`src/rtl/proc_pkg.sv`:
```
// ============================================================================
// Module : proc_pkg
// Brief  : Opcodes, FSM state encoding and instruction field positions shared
//          by the processor controller and its ALU. Macro: PROC_MULHI_EN.
// Rev    : 1.0  initial release
// ============================================================================
`default_nettype none

package proc_pkg;

  localparam logic [3:0] OP_NOP  = 4'd0;
  localparam logic [3:0] OP_ADD  = 4'd1;
  localparam logic [3:0] OP_SUB  = 4'd2;
  localparam logic [3:0] OP_MUL  = 4'd3;
  localparam logic [3:0] OP_LDI  = 4'd4;
  localparam logic [3:0] OP_MULH = 4'd5;

  typedef enum logic [1:0] {
    S_IDLE = 2'd0,
    S_READ = 2'd1,
    S_EXEC = 2'd2,
    S_WB   = 2'd3
  } state_t;

  localparam int OPC_MSB = 31;
  localparam int OPC_LSB = 28;
  localparam int RD_MSB  = 27;
  localparam int RD_LSB  = 26;
  localparam int RS1_MSB = 25;
  localparam int RS1_LSB = 24;
  localparam int RS2_MSB = 23;
  localparam int RS2_LSB = 22;
  localparam int IMM_LSB = 0;

  function automatic logic op_legal(input logic [3:0] op);
    logic ok;
    ok = 1'b0;
    case (op)
      OP_NOP, OP_ADD, OP_SUB, OP_MUL, OP_LDI: ok = 1'b1;
`ifdef PROC_MULHI_EN
      OP_MULH:                                ok = 1'b1;
`endif
      default:                                ok = 1'b0;
    endcase
    return ok;
  endfunction

  function automatic logic op_is_mul(input logic [3:0] op);
    logic m;
    m = (op == OP_MUL);
`ifdef PROC_MULHI_EN
    m = m | (op == OP_MULH);
`endif
    return m;
  endfunction

  // NOP and undefined opcodes complete without touching the register file
  function automatic logic op_writes(input logic [3:0] op);
    return op_legal(op) && (op != OP_NOP);
  endfunction

endpackage : proc_pkg

`default_nettype wire

```
`src/rtl/processor_ctrl_if.sv`:
```
// ============================================================================
// Module : processor_ctrl_if
// Brief  : Instruction handshake plus register-file control/data bundle.
//          master = instruction source / regfile side, slave = controller.
// Rev    : 1.0  initial release
// ============================================================================
`default_nettype none

interface processor_ctrl_if;
  logic        instr_valid;
  logic        instr_ready;
  logic [31:0] instr;
  logic        rf_write;
  logic [4:0]  rf_address;
  logic [4:0]  rf_src1;
  logic [4:0]  rf_src2;
  logic [31:0] rf_data_in;
  logic [31:0] rf_data_out1;
  logic [31:0] rf_data_out2;

  modport master (
    output instr_valid, instr, rf_data_out1, rf_data_out2,
    input  instr_ready, rf_write, rf_address, rf_src1, rf_src2, rf_data_in
  );

  modport slave (
    input  instr_valid, instr, rf_data_out1, rf_data_out2,
    output instr_ready, rf_write, rf_address, rf_src1, rf_src2, rf_data_in
  );
endinterface : processor_ctrl_if

`default_nettype wire

```
`src/rtl/proc_alu.sv`:
```
// ============================================================================
// Module : proc_alu
// Brief  : Combinational ADD/SUB/MUL/LDI datapath with carry/borrow output.
//          Macro: PROC_MULHI_EN adds MULH (upper product half).
// Rev    : 1.0  initial release
// ============================================================================
`default_nettype none

module proc_alu
  import proc_pkg::*;
#(
  parameter int IMM_W = 16
) (
  input  wire logic [3:0]       opcode,
  input  wire logic [31:0]      a,
  input  wire logic [31:0]      b,
  input  wire logic [IMM_W-1:0] imm,
  output logic      [31:0]      result,
  output logic                  carry
);

  logic [32:0] w_sum;
  logic [32:0] w_diff;
`ifdef PROC_MULHI_EN
  logic [63:0] w_prod;
  assign w_prod = {32'd0, a} * {32'd0, b};
`else
  logic [31:0] w_prod;
  assign w_prod = a * b;
`endif

  assign w_sum  = {1'b0, a} + {1'b0, b};
  // Bit 32 of the 33-bit difference is the borrow
  assign w_diff = {1'b0, a} - {1'b0, b};

  always_comb begin
    result = 32'd0;
    carry  = 1'b0;
    case (opcode)
      OP_ADD: begin
        result = w_sum[31:0];
        carry  = w_sum[32];
      end
      OP_SUB: begin
        result = w_diff[31:0];
        carry  = w_diff[32];
      end
      OP_MUL:  result = w_prod[31:0];
      OP_LDI:  result = 32'(imm);
`ifdef PROC_MULHI_EN
      OP_MULH: result = w_prod[63:32];
`endif
      default: begin
        result = 32'd0;
        carry  = 1'b0;
      end
    endcase
  end

endmodule : proc_alu

`default_nettype wire

```
`src/rtl/processor_ctrl.sv`:
```
// ============================================================================
// Module : processor_ctrl
// Brief  : IDLE->READ->EXEC->WB sequencer driving a 4x32 register file.
//          Macro: PROC_MULHI_EN enables opcode 5 (MULH).
// Rev    : 1.0  initial release
// ============================================================================
`default_nettype none

module processor_ctrl
  import proc_pkg::*;
#(
  parameter int MUL_LAT = 3,
  parameter int IMM_W   = 16
) (
  input  wire logic       clk,
  input  wire logic       reset_n,
  processor_ctrl_if.slave bus,
  output logic            busy,
  output logic            done,
  output logic            illegal,
  output logic            carry
);

  localparam int CNT_W = (MUL_LAT > 1) ? $clog2(MUL_LAT) : 1;
  localparam logic [CNT_W-1:0] C_MUL_LOAD = CNT_W'(MUL_LAT - 1);

  state_t             r_state;
  logic [3:0]         r_opcode;
  logic [IMM_W-1:0]   r_imm;
  logic [31:0]        r_op_a;
  logic [31:0]        r_op_b;
  logic [31:0]        r_result;
  logic [CNT_W-1:0]   r_cnt;

  logic [31:0]        w_alu_result;
  logic               w_alu_carry;

  proc_alu #(
    .IMM_W (IMM_W)
  ) u_alu (
    .opcode (r_opcode),
    .a      (r_op_a),
    .b      (r_op_b),
    .imm    (r_imm),
    .result (w_alu_result),
    .carry  (w_alu_carry)
  );

  assign bus.rf_data_in = bus.rf_write ? r_result : 32'd0;

  always_ff @(posedge clk or negedge reset_n) begin
    if (!reset_n) begin
      r_state         <= S_IDLE;
      r_opcode        <= 4'd0;
      r_imm           <= '0;
      r_op_a          <= 32'd0;
      r_op_b          <= 32'd0;
      r_result        <= 32'd0;
      r_cnt           <= '0;
      bus.instr_ready <= 1'b1;
      bus.rf_write    <= 1'b0;
      bus.rf_address  <= 5'd0;
      bus.rf_src1     <= 5'd0;
      bus.rf_src2     <= 5'd0;
      busy            <= 1'b0;
      done            <= 1'b0;
      illegal         <= 1'b0;
      carry           <= 1'b0;
    end else begin
      case (r_state)
        S_IDLE: begin
          if (bus.instr_valid) begin
            r_opcode        <= bus.instr[OPC_MSB:OPC_LSB];
            r_imm           <= bus.instr[IMM_LSB +: IMM_W];
            bus.rf_src1     <= {3'b000, bus.instr[RS1_MSB:RS1_LSB]};
            bus.rf_src2     <= {3'b000, bus.instr[RS2_MSB:RS2_LSB]};
            bus.rf_address  <= {3'b000, bus.instr[RD_MSB:RD_LSB]};
            bus.instr_ready <= 1'b0;
            busy            <= 1'b1;
            r_state         <= S_READ;
          end
        end

        S_READ: begin
          r_op_a  <= bus.rf_data_out1;
          r_op_b  <= bus.rf_data_out2;
          r_cnt   <= op_is_mul(r_opcode) ? C_MUL_LOAD : '0;
          r_state <= S_EXEC;
        end

        S_EXEC: begin
          if (r_cnt == '0) begin
            r_result     <= w_alu_result;
            bus.rf_write <= op_writes(r_opcode);
            done         <= 1'b1;
            illegal      <= ~op_legal(r_opcode);
            if ((r_opcode == OP_ADD) || (r_opcode == OP_SUB)) begin
              carry <= w_alu_carry;
            end
            r_state      <= S_WB;
          end else begin
            r_cnt <= r_cnt - 1'b1;
          end
        end

        S_WB: begin
          bus.rf_write    <= 1'b0;
          done            <= 1'b0;
          illegal         <= 1'b0;
          bus.instr_ready <= 1'b1;
          busy            <= 1'b0;
          r_state         <= S_IDLE;
        end

        default: r_state <= S_IDLE;
      endcase
    end
  end

endmodule : processor_ctrl

`default_nettype wire

```
`src/flat_wrapper.sv`:
```
// flat-port wrapper written by rule: the top's interface ports become plain ports
module processor_ctrl_flat import proc_pkg::*;
#(
  parameter int MUL_LAT = 3,
  parameter int IMM_W   = 16
)
  (clk, reset_n, busy, done, illegal, carry, bus_instr_valid, bus_instr, bus_rf_data_out1, bus_rf_data_out2, bus_instr_ready, bus_rf_write, bus_rf_address, bus_rf_src1, bus_rf_src2, bus_rf_data_in);
  processor_ctrl_if bus_i ();
  input  wire logic clk;
  input  wire logic reset_n;
  output logic busy;
  output logic done;
  output logic illegal;
  output logic carry;
  input wire logic [$bits(bus_i.instr_valid)-1:0] bus_instr_valid;
  input wire logic [$bits(bus_i.instr)-1:0] bus_instr;
  input wire logic [$bits(bus_i.rf_data_out1)-1:0] bus_rf_data_out1;
  input wire logic [$bits(bus_i.rf_data_out2)-1:0] bus_rf_data_out2;
  output wire logic [$bits(bus_i.instr_ready)-1:0] bus_instr_ready;
  output wire logic [$bits(bus_i.rf_write)-1:0] bus_rf_write;
  output wire logic [$bits(bus_i.rf_address)-1:0] bus_rf_address;
  output wire logic [$bits(bus_i.rf_src1)-1:0] bus_rf_src1;
  output wire logic [$bits(bus_i.rf_src2)-1:0] bus_rf_src2;
  output wire logic [$bits(bus_i.rf_data_in)-1:0] bus_rf_data_in;
  assign bus_i.instr_valid = bus_instr_valid;
  assign bus_i.instr = bus_instr;
  assign bus_i.rf_data_out1 = bus_rf_data_out1;
  assign bus_i.rf_data_out2 = bus_rf_data_out2;
  assign bus_instr_ready = bus_i.instr_ready;
  assign bus_rf_write = bus_i.rf_write;
  assign bus_rf_address = bus_i.rf_address;
  assign bus_rf_src1 = bus_i.rf_src1;
  assign bus_rf_src2 = bus_i.rf_src2;
  assign bus_rf_data_in = bus_i.rf_data_in;
  processor_ctrl #(.MUL_LAT(MUL_LAT), .IMM_W(IMM_W)) u_core (.clk(clk), .reset_n(reset_n), .bus(bus_i), .busy(busy), .done(done), .illegal(illegal), .carry(carry));
endmodule
```
`config.mk`:
```
export PLATFORM = sky130hd
export DESIGN_NAME = processor_ctrl_flat
export DESIGN_NICKNAME = d
export VERILOG_FILES = /design/src/rtl/proc_pkg.sv /design/src/rtl/processor_ctrl_if.sv /design/src/rtl/proc_alu.sv /design/src/rtl/processor_ctrl.sv /design/src/flat_wrapper.sv
export SDC_FILE = /design/constraint.sdc
export NUM_CORES = 2
export LEC_CHECK = 0
export ABC_AREA = 1
export CAP_MARGIN = 20
export CORE_UTILIZATION = 39
export CTS_CLUSTER_SIZE = 25
export DETAILED_ROUTE_END_ITERATION = 16
export PLACE_DENSITY = 0.6
export RECOVER_POWER = 100
export SLEW_MARGIN = 0
export SYNTH_ARGS = -nofsm -noshare
export SYNTH_HDL_FRONTEND = slang
export SYNTH_SLANG_ARGS = --single-unit
```
`constraint.sdc`:
```
create_clock -name clk -period 17.39 [get_ports clk]
set_input_delay 3.478 -clock clk [delete_from_list [all_inputs] [get_ports clk]]
set_output_delay 3.478 -clock clk [all_outputs]
set_load 0.02 [all_outputs]
```
==> summary.md <==
| Metric | Value |
|---|---|
| Outcome | `finished, violations left` |
| Violated checks | `max-capacitance violations, max-slew violations` |
| Ys Warns | `0` |
| Setup repair after global routing missed its margin | `no` |
| Via/cell ratio | `4.995` |
| CTS Buffer Depth | `2` |
| Placer congestion estimate | `0.9682` |
| Worst path arrival time | `8.80 ns` |
| Final Hold Vio Count | `0` |
| Drt pass-1 iters | `5` |
| CP cell instances | `clkbuf_1 > clkbuf_1` |
| Port bufs | `136` |
| Post-synth top flop | `dfrtp_1` |
| Core area | `0.06716 mm2` |
| Share of layout cells above drive strength 1 | `4.019%` |
| Area grow syn2layout | `10.01%` |
| Post-Synthesis Cell Area | `0.02642 mm2` |
| Root buf cell | `clkbuf_16` |
| Die X | `262.3 um` |
| Sequential-to-total area share from yosys stat | `12.51%` |
| DR vias | `22879` |
| Max Clk Rate | `113.4 MHz` |
| R2R setup slack | `9.08 ns` |
| Top cell family by delay on the critical path | `buffers and inverters` |
| Total Neg Setup Slack | `0 ns` |
| Global-route wire length before repair | `133300 um` |
| Clk sinks | `132` |
| CTS tree | `yes` |
| Largest net degree at the start of global routing | `84` |
| Critical hold path startpoint | `u_core.r_op_a[17]` |
| Post-CTS setup buffer count | `0` |
| Mapped Cells | `3658` |
| Synthesized area per cell | `7.224 um2` |
| Total grt overflow | `0` |
| Overall Global Routing Usage | `25.00%` |
| Max-Cap Viols | `4` |
| Slew @ Worst Pin | `4.567 ns` |
| WHS Endpoint | `u_core.r_op_a[17]` |
| HP Class | `reg2reg` |
| Max incr delay on CP | `3.14 ns` |
| #FFs+latches synth | `132` |
| Diode count | `0` |
| WL final | `84090 um` |
| Relative slew slack | `-204.5%` |
| Min Tclk post-route | `8.817 ns` |
| Buf+Inv Stages, Crit Path | `2` |
| Die ar. | `0.06880 mm2` |
| Initial Util | `39.35%` |
| DRC violations left | `0` |
| Critical Path Slowest Stage Cell | `clkbuf_1` |
| Final setup fails | `0` |
| Synth cell types | `63` |
| Worst-path clk slew | `0.07 ns` |
| Final period util | `50.70%` |
| Setup CP Type | `in2async` |
| Max-slew violations | `212` |
| Initial antenna violation count | `0` |
| IO Pins | `152` |
| Worst R2R End | `u_core.r_result[31]` |
| Number of synthesized flops with an enable pin | `0` |
| Fill cells | `6869` |
| Crit path max fanout | `83` |
| Worst setup SP type | `input pin` |
| R2R depth | `32` |
| Htree depth | `4` |
| Vias in the first global route | `23278` |
| Cts repair resizes | `0` |
| CP most frequent cell | `clkbuf_1` |
| Clock skew | `0.01746 ns` |
| Clock latency on the worst-skew pair | `0.45 ns` |
| Drt wl/cell | `18.36 um` |
| Hold_buf cts | `0` |
| Dpl hpwl | `65630 um` |
| Hold path depth | `2` |
| WP data required | `17.37 ns` |
| Post-DRT Antenna Nets | `0` |
| Rows | `95` |
| Fin nets | `4395` |
| CTS Buf Count | `17` |
| Die height | `262.3 um` |
| Ys async rst share | `100.0%` |
| CP Capture Type | `async pin` |
| Worst r2r src | `u_core.r_op_a[0]` |
| DR iter-0 viols | `1663` |
-- synthesized netlist by cell type (all sizes together) (6+ instances only) --
| cell type | n | area share [%] |
|---|---|---|
| nand2 | 1100 | 16 |
| inv | 927 | 13 |
| fa | 410 | 31 |
| ha | 192 | 9.1 |
| o21ai | 157 | 3.0 |
| a21oi | 141 | 2.8 |
| dfrtp | 131 | 12 |
| nor2 | 122 | 1.8 |
| clkbuf | 106 | 1.5 |
| nand3 | 106 | 2.1 |
| buf | 67 | 1.4 |
| mux2 | 23 | 0.98 |
| nor3 | 23 | 0.51 |
| a21o | 17 | 0.48 |
| nand4 | 16 | 0.38 |
| or2 | 15 | 0.36 |
| o21bai | 13 | 0.44 |
| xor2 | 13 | 0.43 |
| a31oi | 11 | 0.36 |
| nand3b | 9 | 0.26 |
| xnor2 | 9 | 0.30 |
| o21a | 6 | 0.17 |
-- stage by stage --
| step | util, % | hold slack [ns] | worst slack, ns | area [um2] | std cells |
|---|---|---|---|---|---|
| detailed placement | 42.44 | 0.4656 | 9.669 | 28500 | 4547 |
| finish | 43.28 | 0.4741 | 8.573 | 29070 | 4580 |
| floorplan | - | 0.4492 | 10.73 | 26450 | 3666 |
| CTS | 43.32 | 0.4806 | 9.622 | 29090 | 4579 |
| global placement | 42.44 | 0.4563 | 9.707 | 28500 | 4547 |
| global route | 43.28 | 0.4880 | 7.343 | 29070 | 4580 |
-- layer usage --
| layer | track usage (%) | share of wire [%] | vias up |
|---|---|---|---|
| met5 | 0 | 0 | - |
| met4 | 7.297 | 2.9 | 0 |
| met3 | 2.567 | 5.5 | 127 |
| met2 | 41.22 | 47 | 707 |
| met1 | 34.76 | 45 | 11229 |
| li1 | - | - | 10816 |
-- registers in the layout, summed over array words and instances (netlist names) --
signal / cells
u_core.done: 1
u_core.bus.rf_src2: 2
u_core.r_opcode: 4
u_core.r_op_a: 32
u_core.r_op_b: 32
u_core.r_cnt: 2
u_core.busy: 1
u_core.bus.rf_src1: 2
u_core.r_result: 32
u_core.bus.rf_address: 2
u_core.r_imm: 16
u_core.carry: 1
u_core.illegal: 1
u_core.bus.instr_ready: 1
u_core.r_state: 2
u_core.bus.rf_write: 1
-- final cells by class --
type / instances / area (um2) / area share [%]
clock buffer: 18 / 439.2 / 1.511
clock inverter: 14 / 153.9 / 0.5294
inverter: 928 / 3483 / 11.98
multi-input combinational: 2433 / 18910 / 65.06
sequential: 132 / 3307 / 11.38
tap: 873 / 1092 / 3.758
timing repair buffer: 182 / 1682 / 5.785
-- worst reg2reg max path, delay by kind of cell (launching register included) --
family	cells	cell delay [ns]
fa+ha+maj	8	3.86
buf+inv	6	2.12
flops	1	0.32
simple gates	18	1.92
-- logic make-up after synthesis --
group           share of synthesized area [%]
xor+xnor                               0.7292
flops                                   12.51
mux                                    0.9802
simple gates                            21.14
fa+ha+maj                               40.15
buf+inv                                 16.08
compound gates                          8.400
other cells                           0.01419
-- worst max-delay path by stage --
stage / startpoint / endpoint / slack (ns) / cells after the start
final: reset_n / u_core.r_op_b[5] / 8.57 / 2
after global routing: reset_n / u_core.r_result[15] / 7.34 / 2
after CTS: u_core.r_op_b[8] / u_core.r_result[30] / 9.62 / 28
after detailed placement: u_core.r_op_a[11] / u_core.r_result[22] / 9.67 / 25
after global placement: u_core.r_op_b[8] / u_core.r_result[30] / 9.71 / 28
after floorplan: u_core.r_op_a[12] / u_core.r_result[28] / 10.73 / 29
-- layout by cell type (no fill, tap or decap), types with 6 or more instances in the layout --
cell type / count
nand2_1: 1096
inv_1: 917
fa_1: 410
ha_1: 191
o21ai_0: 141
a21oi_1: 137
dfrtp_1: 129
nor2_1: 120
dlygate4sd3_1: 108
nand3_1: 101
buf_4: 41
clkdlybuf4s50_1: 27
mux2_2: 23
nor3_1: 18
a21o_1: 17
clkbuf_16: 17
nand4_1: 16
o21ai_1: 13
xor2_1: 13
o21bai_1: 11
inv_2: 10
xnor2_1: 9
nand3b_1: 9
conb_1: 9
a31oi_1: 8
or2_2: 8
o21a_1: 6
inv_6: 6
clkbuf_1: 6
Power is not shown: default switching activity piles up to over one toggle a cycle in this logic, so the estimate is an artifact.
